[src/rtl/grf_scan_if.sv]
// grf_scan_if: host read/write, scan control and scan result bundle for grf_scan_arbiter.
interface grf_scan_if;
    logic        we;
    logic [4:0]  waddr;
    logic [15:0] wdata;
    logic        re;
    logic [4:0]  raddr;
    logic [15:0] rdata;
    logic        rvalid;
    logic        start;
    logic        busy;
    logic        done;
    logic [31:0] mask;
    logic [5:0]  count;

    modport master (
        output we, waddr, wdata, re, raddr, start,
        input  rdata, rvalid, busy, done, mask, count
    );

    modport slave (
        input  we, waddr, wdata, re, raddr, start,
        output rdata, rvalid, busy, done, mask, count
    );
endinterface

[src/rtl/grf_scan_arbiter.sv]
// grf_scan_arbiter: 32x16 register file whose read port is shared by the host and a threshold scanner.
// Define GRF_SCAN_BYPASS_EN to forward same-cycle write data to host and scanner reads.
module grf_scan_arbiter (
    input  logic            clk,
    input  logic            rst_n,
    grf_scan_if.slave       bus_if
);
    localparam logic [15:0] THRESH = 16'h0020;

    typedef enum logic [1:0] {IDLE, SCAN, DONE} state_t;

    state_t      state_q;
    logic [15:0] mem_q [32];
    logic [4:0]  ptr_q;
    logic [15:0] rdata_q;
    logic        rvalid_q;
    logic        busy_q;
    logic        done_q;
    logic [31:0] mask_q;
    logic [5:0]  count_q;
    logic [15:0] host_val_d;
    logic [15:0] scan_val_d;
    logic        flag_d;

`ifdef GRF_SCAN_BYPASS_EN
    always_comb begin
        host_val_d = (bus_if.we && bus_if.waddr == bus_if.raddr) ? bus_if.wdata : mem_q[bus_if.raddr];
        scan_val_d = (bus_if.we && bus_if.waddr == ptr_q) ? bus_if.wdata : mem_q[ptr_q];
        flag_d     = scan_val_d >= THRESH;
    end
`else
    always_comb begin
        host_val_d = mem_q[bus_if.raddr];
        scan_val_d = mem_q[ptr_q];
        flag_d     = scan_val_d >= THRESH;
    end
`endif

    // The host read request doubles as the scanner's stall: re=1 denies the scanner the port.
    always_ff @(posedge clk or negedge rst_n) begin
        if (!rst_n) begin
            for (int i = 0; i < 32; i++) mem_q[i] <= '0;
            state_q  <= IDLE;
            ptr_q    <= '0;
            rdata_q  <= '0;
            rvalid_q <= 1'b0;
            busy_q   <= 1'b0;
            done_q   <= 1'b0;
            mask_q   <= '0;
            count_q  <= '0;
        end else begin
            if (bus_if.we) mem_q[bus_if.waddr] <= bus_if.wdata;
            rvalid_q <= bus_if.re;
            if (bus_if.re) rdata_q <= host_val_d;
            done_q <= 1'b0;
            case (state_q)
                IDLE: if (bus_if.start) begin
                    state_q <= SCAN;
                    busy_q  <= 1'b1;
                    ptr_q   <= '0;
                    mask_q  <= '0;
                    count_q <= '0;
                end
                SCAN: if (!bus_if.re) begin
                    mask_q[ptr_q] <= flag_d;
                    count_q       <= count_q + {5'b0, flag_d};
                    ptr_q         <= ptr_q + 5'd1;
                    if (ptr_q == 5'd31) begin
                        state_q <= DONE;
                        busy_q  <= 1'b0;
                        done_q  <= 1'b1;
                    end
                end
                default: state_q <= IDLE;
            endcase
        end
    end

    assign bus_if.rdata  = rdata_q;
    assign bus_if.rvalid = rvalid_q;
    assign bus_if.busy   = busy_q;
    assign bus_if.done   = done_q;
    assign bus_if.mask   = mask_q;
    assign bus_if.count  = count_q;
endmodule

[src/flat_wrapper.sv]
// flat-port wrapper written by rule: the top's interface ports become plain ports
module grf_scan_arbiter_flat 
  (clk, rst_n, bus_if_we, bus_if_waddr, bus_if_wdata, bus_if_re, bus_if_raddr, bus_if_start, bus_if_rdata, bus_if_rvalid, bus_if_busy, bus_if_done, bus_if_mask, bus_if_count);
  grf_scan_if bus_if_i ();
  input  logic clk;
  input  logic rst_n;
  input wire logic [$bits(bus_if_i.we)-1:0] bus_if_we;
  input wire logic [$bits(bus_if_i.waddr)-1:0] bus_if_waddr;
  input wire logic [$bits(bus_if_i.wdata)-1:0] bus_if_wdata;
  input wire logic [$bits(bus_if_i.re)-1:0] bus_if_re;
  input wire logic [$bits(bus_if_i.raddr)-1:0] bus_if_raddr;
  input wire logic [$bits(bus_if_i.start)-1:0] bus_if_start;
  output wire logic [$bits(bus_if_i.rdata)-1:0] bus_if_rdata;
  output wire logic [$bits(bus_if_i.rvalid)-1:0] bus_if_rvalid;
  output wire logic [$bits(bus_if_i.busy)-1:0] bus_if_busy;
  output wire logic [$bits(bus_if_i.done)-1:0] bus_if_done;
  output wire logic [$bits(bus_if_i.mask)-1:0] bus_if_mask;
  output wire logic [$bits(bus_if_i.count)-1:0] bus_if_count;
  assign bus_if_i.we = bus_if_we;
  assign bus_if_i.waddr = bus_if_waddr;
  assign bus_if_i.wdata = bus_if_wdata;
  assign bus_if_i.re = bus_if_re;
  assign bus_if_i.raddr = bus_if_raddr;
  assign bus_if_i.start = bus_if_start;
  assign bus_if_rdata = bus_if_i.rdata;
  assign bus_if_rvalid = bus_if_i.rvalid;
  assign bus_if_busy = bus_if_i.busy;
  assign bus_if_done = bus_if_i.done;
  assign bus_if_mask = bus_if_i.mask;
  assign bus_if_count = bus_if_i.count;
  grf_scan_arbiter u_core (.clk(clk), .rst_n(rst_n), .bus_if(bus_if_i));
endmodule
[config.mk]
export PLATFORM = sky130hd
export DESIGN_NAME = grf_scan_arbiter_flat
export DESIGN_NICKNAME = d
export VERILOG_FILES = /design/src/rtl/grf_scan_if.sv /design/src/rtl/grf_scan_arbiter.sv /design/src/flat_wrapper.sv
export SDC_FILE = /design/constraint.sdc
export NUM_CORES = 1
export LEC_CHECK = 0
export ABC_AREA = 1
export BUFFER_PORTS_ARGS = -buffer_cell sky130_fd_sc_hd__buf_2
export CAP_MARGIN = 20
export CORE_MARGIN = 3
export CORE_UTILIZATION = 45
export DETAILED_ROUTE_END_ITERATION = 6
export PLACE_DENSITY_LB_ADDON = 0.08
export SLEW_MARGIN = 15
export SYNTH_ARGS = -nofsm -noshare
export SYNTH_HDL_FRONTEND = slang
export SYNTH_SLANG_ARGS = --single-unit
[constraint.sdc]
create_clock -name clk -period 6.1 [get_ports clk]
set_input_delay 0.61 -clock clk [delete_from_list [all_inputs] [get_ports clk]]
set_output_delay 0.61 -clock clk [all_outputs]
set_load 0.02 [all_outputs]
==> impl_metrics.tcl, run 1 <==
set metrics [dict create \
    grt_overflow_total 0 \
    p_int_mw 8.24 \
    clkPwrFrac 0.303 \
    cts_tree "done" \
    hpwl_um 61600 \
    setup_viol_count_final 0 \
    num_rows 93 \
    die_x_um 262 \
    dr.pass1.iters 5 \
    htreeDepth 3 \
    cts_buffer_depth 3 \
    critPathSlowestCell "dfrtp_4" \
    synth_seq_cells 576 \
    clockRootBuffer "clkbuf_16" \
    antenna_left 0 \
    cp.required_ns 6.61 \
    end_kind "register" \
    drive_gt1_frac 0.0681 \
    syn2layout_area_growth_pct 10.6 \
    drtIter0Drc 2873 \
    p_switching_mw 4.97 \
    worstPathCellList "clkinv_2 -> buf_4 -> o21ai_0 -> nand3_1 -> nand2_1 -> a21oi_1 -> nor2_1 -> nand2_1 -> nor2_1 -> nand2_2 -> ha_1 -> ha_1 -> inv_1 -> nor3_1 -> inv_1 -> nor2_1 -> o21ai_0 -> a21oi_1" \
    final-max-slew-violation-count 0 \
    netlist_area_sq_um 29400 \
    io-pin-count 88 \
    instances_no_fill 4747 \
    final_cell_mix "nand2_1, o21ai_0, dfrtp_1" \
    crit_type "reg2reg" \
    swShare 0.376 \
    multi_input_area_sq_um 12700 \
    startpoint_type "register" \
    fin_crit_sh 0.659 \
    rsz0062_at_grt "no" \
    fin_worst_skew_ns 0.0314 \
    core-area_sq_um 64600 \
    dp_slack_ns 2.13 \
    nets 3882 \
    insertion_delay_ns 0.60 \
    wl_per_cell_um 20.8 \
    io_buffer_count 87 \
    antenna_found_initial 4 \
    yosys_warnings 0 \
    syn_nets 3978 \
    die_height_um 262 \
    hold_viol 0 \
    ctsResizeCount 0 \
    cts_setup_buffers 0 \
    leakage_nw 15.3 \
    fmax_mhz 249 \
    whs_ns 0.0157 \
    routed_wl_um 98700 \
    synthDistinctLibCells 30 \
    final_util 0.503 \
    nFillCells 6491 \
    layout.cells.most_common "nand2_1" \
    vias_per_cell 5.62 \
    grt_max_degree 171 \
    ctsHoldBuffers 0 \
    cts.sinks 576 \
    yosysSeqAreaShare 0.490 \
    cts-buffers-inserted 66 \
    drc 0 \
    setup-tns-final_ns 0 \
    setup_ws_ns 2.08 \
    via_count 26699 \
    seq_power_share 0.391 \
    crit_arrival_ns 4.53 \
    track_usage 0.291 \
    cts.clk_slew.worst_paths_ns 0.06 \
    syn_inst 3940 \
    power_density_nw_per_um2 407 \
    crit_top_cell "nor2_1" \
    grt_pass1_vias 24891 \
    period_needed_ns 4.02 \
    outcome "finished clean" \
    die_area_sq_um 68400 \
    dp.cells 4625 \
    syn-mean-instance-area_sq_um 7.46 \
    gp_congestion 0.878 \
    grt_pass1_wl_um 153000 \
    slew_headroom 0.229 \
    min-delay-path-class "in2async" \
    initial_utilization 0.455 \
    drv_cap 0 \
    register_area_sq_um 14400 \
    cpPeakStageDelay_ns 0.64 \
    crit_fanout 39 \
    ir_drop_uv 342 \
    pwr-share-comb 0.306 \
    worst_pin_slew_ns 1.15 \
]
==> worst max-delay path: cells and delay by family (launching register included) <==
family,cells,cell delay [ns]
buf+inv,4,0.79
simple gates,8,1.40
compound gates,4,0.59
fa+ha+maj,2,0.45
flops,1,0.64
==> cells by family after synthesis <==
family | Yosys count | share of synthesized area
fa+ha+maj | 7 | 0.00298
flops | 576 | 0.490
simple gates | 1621 | 0.216
buf+inv | 567 | 0.0774
compound gates | 1169 | 0.214
==> power by group through the flow <==
| stage | logic [mW] | clock network [mW] | registers [mW] |
|---|---|---|---|
| 6_report | 4.04 | 4.01 | 5.16 |
| 5_1_grt | 4.59 | 4.23 | 5.26 |
| 4_1_cts | 4.01 | 4.08 | 5.15 |
| 3_5_place_dp | 4.00 | 0 | 5.21 |
| 3_3_place_gp | 3.95 | 0 | 5.21 |
| 2_1_floorplan | 2.75 | 0 | 5.17 |
==> per-layer routing <==
metal / vias up / track usage / wire (um)
met4: 4 / 0.0865 / 2550
met1: 12844 / 0.423 / 45200
met5: - / 0 / 27
li1: 12753 / - / -
met2: 957 / 0.433 / 42400
met3: 141 / 0.0684 / 8550
==> cell usage after synthesis <==
master,n,share of area
clkinv_1,2,0.00026
buf_1,7,0.00089
buf_6,9,0.0034
nor3_1,51,0.0087
o211ai_1,127,0.032
nor2_1,311,0.040
buf_2,40,0.0068
o221ai_1,12,0.0036
inv_1,250,0.032
nor4_2,1,0.00043
nor3_2,1,0.00034
buf_4,7,0.0018
ha_1,7,0.0030
o22ai_1,42,0.0089
nand2_2,1,0.00021
o21a_1,1,0.00026
o21ai_0,864,0.15
nand2_1,1128,0.14
dfrtp_1,576,0.49
nand3b_1,2,0.00051
nand4_1,3,0.00064
o21ai_1,8,0.0014
inv_2,2,0.00026
nor2_2,1,0.00021
a211oi_1,1,0.00026
nand3_1,122,0.021
clkbuf_1,249,0.032
a22o_1,2,0.00060
a21oi_1,112,0.019
inv_4,1,0.00021
==> final timing paths <==
path / depth (start not counted) / slack (ns) / end / start
hold / removal: 1 / 0.02 / u_core.bus_if.rdata[2]$_DFFE_PN0P_ / rst_n
max in group asynchronous: 2 / 4.60 / u_core.ptr_q[0]$_DFFE_PN0P_ / rst_n
setup reg to reg: 18 / 2.08 / u_core.bus_if.count[4]$_DFFE_PN0P_ / u_core.ptr_q[1]$_DFFE_PN0P_
setup / recovery: 18 / 2.08 / u_core.bus_if.count[4]$_DFFE_PN0P_ / u_core.ptr_q[1]$_DFFE_PN0P_
min in group clk: 3 / 0.28 / u_core.mem_q[164]$_DFFE_PN0P_ / bus_if_wdata[4]
hold reg to reg: 2 / 0.47 / u_core.bus_if.rdata[14]$_DFFE_PN0P_ / u_core.bus_if.rdata[14]$_DFFE_PN0P_
==> cell type report <==
class / instances / share of cell area
clock inverters: 12 / 0.00439
multi-input cells: 2797 / 0.392
well taps: 855 / 0.0329
repair buffers: 148 / 0.0353
flip-flops and latches: 576 / 0.444
inverters: 255 / 0.0297
clock buffers: 102 / 0.0616
diodes: 2 / 0.000154
==> registers in the layout, summed over array words and instances (netlist names) <==
register and flops:
u_core.bus_if.rdata 16, u_core.bus_if.rvalid 1, u_core.state_q 2, u_core.bus_if.count 6, u_core.bus_if.done 1, u_core.bus_if.mask 32, u_core.bus_if.busy 1, u_core.ptr_q 5
u_core.mem_q 512
==> through the flow <==
step / power [mW] / cell area [sq um]
detailed placement: 9.21 / 30200
floorplan: 7.92 / 29400
global route: 14.1 / 32500
global placement: 9.16 / 30100
finish: 13.2 / 32500
CTS: 13.2 / 32400
Power figures use the tool's default switching activity.
==> run 2, diff against run 1 <==
- ABC_AREA: 1 -> 0
- clock period: 6.1 -> 3.7 ns (I/O delays scaled with it)
==> run 2 against run 1 <==
Against the previous run: worst setup slack got worse by 1.9 ns; power is 65% higher; utilization rose by 1.6 points; flip-flop and latch count did not move; final cell count down 38%.
==> impl_metrics.tcl, run 2 <==
set metrics [dict create \
    worstPathCellList "buf_4 -> nor4b_2 -> o311a_1 -> a2111oi_0 -> o2111ai_1 -> nor4_4 -> nand3_2 -> ha_1 -> ha_1 -> nand4_1 -> xor2_1 -> nor2_1" \
    setup_viol_count_final 0 \
    cts_buffer_depth 3 \
    antenna_left 0 \
    cts.sinks 576 \
    layout.cells.most_common "dfrtp_1" \
    yosysSeqAreaShare 0.508 \
    synth_seq_cells 576 \
    register_area_sq_um 14400 \
    ys.flop_type "dfrtp_1" \
    io_buffer_count 87 \
    htreeDepth 3 \
    critPathSlowestCell "dfrtp_2" \
    drive_gt1_frac 0.474 \
    ir_drop_uv 348 \
    fin_area_sq_um 32200 \
    grt_overflow_total 0 \
    crit_family "simple AND/OR/NAND/NOR gates" \
    place_area_sq_um 30000 \
    power_density_nw_per_um2 674 \
    insertion_delay_ns 0.61 \
    die_area_sq_um 66100 \
    final_cell_mix "dfrtp_1, mux2_2, mux4_2" \
    largest_register_ffs 512 \
    crit_top_cell "ha_1" \
    crit_buf_inv 1 \
    antenna_found_initial 7 \
    syn_nets 2031 \
    outcome "finished clean" \
    fmax_mhz 285 \
    via_count 18298 \
    leakage_nw 14.2 \
    nFillCells 5273 \
    synth_area_leader_cell "dfrtp_1" \
    crit_arrival_ns 3.99 \
    crit_fanout 31 \
    nets 2104 \
    cp.required_ns 4.18 \
    fin_worst_skew_ns 0.0254 \
    synth_commonest_cells "dfrtp_1, mux2_2, mux4_2" \
    period_needed_ns 3.51 \
    dr.pass1.iters 5 \
    clockRootBuffer "clkbuf_16" \
    yosys_warnings 0 \
    instances_no_fill 2952 \
    grt_pass1_vias 18999 \
    fin_crit_sh 0.949 \
    die_x_um 257 \
    netlist_area_sq_um 28400 \
    die_height_um 257 \
    cts-buffers-inserted 68 \
    routed_wl_um 87200 \
    drtIter0Drc 1575 \
    setup-tns-final_ns 0 \
    grt_pass1_wl_um 130000 \
    wl_per_cell_um 29.5 \
    gp_congestion 0.956 \
    syn_inst 1993 \
    cpPeakStageDelay_ns 0.65 \
    top_register "u_core.mem_q" \
    startpoint_type "register" \
    dp.cells 2832 \
    min-delay-path-class "in2reg" \
    hpwl_um 58800 \
    crit_type "reg2reg" \
    hold_viol 0 \
    yosysMostFrequentCell "dfrtp_1" \
    drc 0 \
    synth_edf_count 0 \
    end_kind "register" \
    worst_pin_slew_ns 1.13 \
    rsz0062_at_grt "no" \
    grt_max_degree 109 \
    synth_top_area_share 0.508 \
    drv_cap 0 \
    synthDistinctLibCells 79 \
    io-pin-count 88 \
    syn2layout_area_growth_pct 13.5 \
    cts_tree "done" \
    final-max-slew-violation-count 0 \
    slew_headroom 0.245 \
    syn-mean-instance-area_sq_um 14.2 \
    initial_utilization 0.458 \
    vias_per_cell 6.20 \
    core-area_sq_um 62100 \
    cts_setup_buffers 0 \
    ys_async_sr_fraction 1.00 \
    multi_input_area_sq_um 13100 \
    num_rows 91 \
    yosys-top-cells-area "dfrtp_1, mux2_2, mux4_2" \
    track_usage 0.266 \
    cts.clk_slew.worst_paths_ns 0.06 \
    power_mw 21.7 \
]
## run 2: cell count changes after synthesis, sizes merged, moves of 109 or more
cell,previous run,this run
clkbuf,249,128
nor2,312,78
o21ai,872,43
nand2,1129,55
o211ai,127,4
mux4,0,171
mux2,0,514
inv,253,8
nand3,122,13
## run 2: tightest hold or removal path: stages
cell,delay [ns]
buf_2,0.11
nor2_1,0.08
a311oi_1,0.05
## run 2: cell type report
| cell class | instances | area share |
|---|---|---|
| clock inverter | 13 | 0.00602 |
| tap | 837 | 0.0325 |
| timing repair buffer | 184 | 0.0429 |
| antenna | 2 | 0.000155 |
| clock buffer | 104 | 0.0627 |
| sequential | 576 | 0.447 |
| multi-input combinational | 1228 | 0.407 |
| inverter | 8 | 0.000932 |
## run 2: kinds of logic after synthesis
kind of cell	after synthesis	synth area share
adders and majority gates	7	0.00308
buffers and inverters	189	0.0318
and+or+nand+nor	275	0.0512
DFF	576	0.508
muxes	741	0.359
AOI/OAI and AO/OA	200	0.0454
xor gates and xnor gates	5	0.00154
## run 2: worst paths after layout
| check | start | end | slack, ns | cells past startpoint |
|---|---|---|---|---|
| max | u_core.ptr_q[0]$_DFFE_PN0P_ | u_core.bus_if.count[4]$_DFFE_PN0P_ | 0.19 | 12 |
| max reg2reg | u_core.ptr_q[0]$_DFFE_PN0P_ | u_core.bus_if.count[4]$_DFFE_PN0P_ | 0.19 | 12 |
| max in group asynchronous | rst_n | u_core.mem_q[268]$_DFFE_PN0P_ | 2.35 | 3 |
| min reg2reg | u_core.bus_if.busy$_DFFE_PN0P_ | u_core.bus_if.busy$_DFFE_PN0P_ | 0.47 | 1 |
| min in group asynchronous | rst_n | u_core.mem_q[180]$_DFFE_PN0P_ | 0.33 | 2 |
| min | bus_if_start | u_core.state_q[0]$_DFFE_PN0P_ | 0.07 | 3 |
## run 2: power by group
group / internal (mW) / total, mW / switching, mW
Combinational: 2.94 / 6.20 / 3.26
Sequential: 7.64 / 8.82 / 1.18
Clock: 4.09 / 6.72 / 2.62
## run 2: through the flow
step	hold WS, ns	utilization	setup slack, ns
after floorplan	0.0744	-	0.570
after global placement	0.361	0.483	0.238
after detailed placement	0.365	0.483	0.171
after CTS	0.0389	0.519	0.155
after global routing	0.0526	0.519	0.0301
final	0.0702	0.519	0.189
## run 2: repair_timing
action,CTS,global route
hold buffers,1,0
gates resized for setup,0,1
endpoints found under the hold margin,48,0
endpoints found under the setup margin,0,4
## run 2: layer usage
| metal | track usage | share of wire | vias to the layer above |
|---|---|---|---|
| met5 | 0 | 0.00031 | - |
| met4 | 0.0858 | 0.032 | 4 |
| met3 | 0.0661 | 0.069 | 157 |
| met2 | 0.423 | 0.47 | 625 |
| met1 | 0.360 | 0.42 | 9814 |
| li1 | - | - | 7698 |
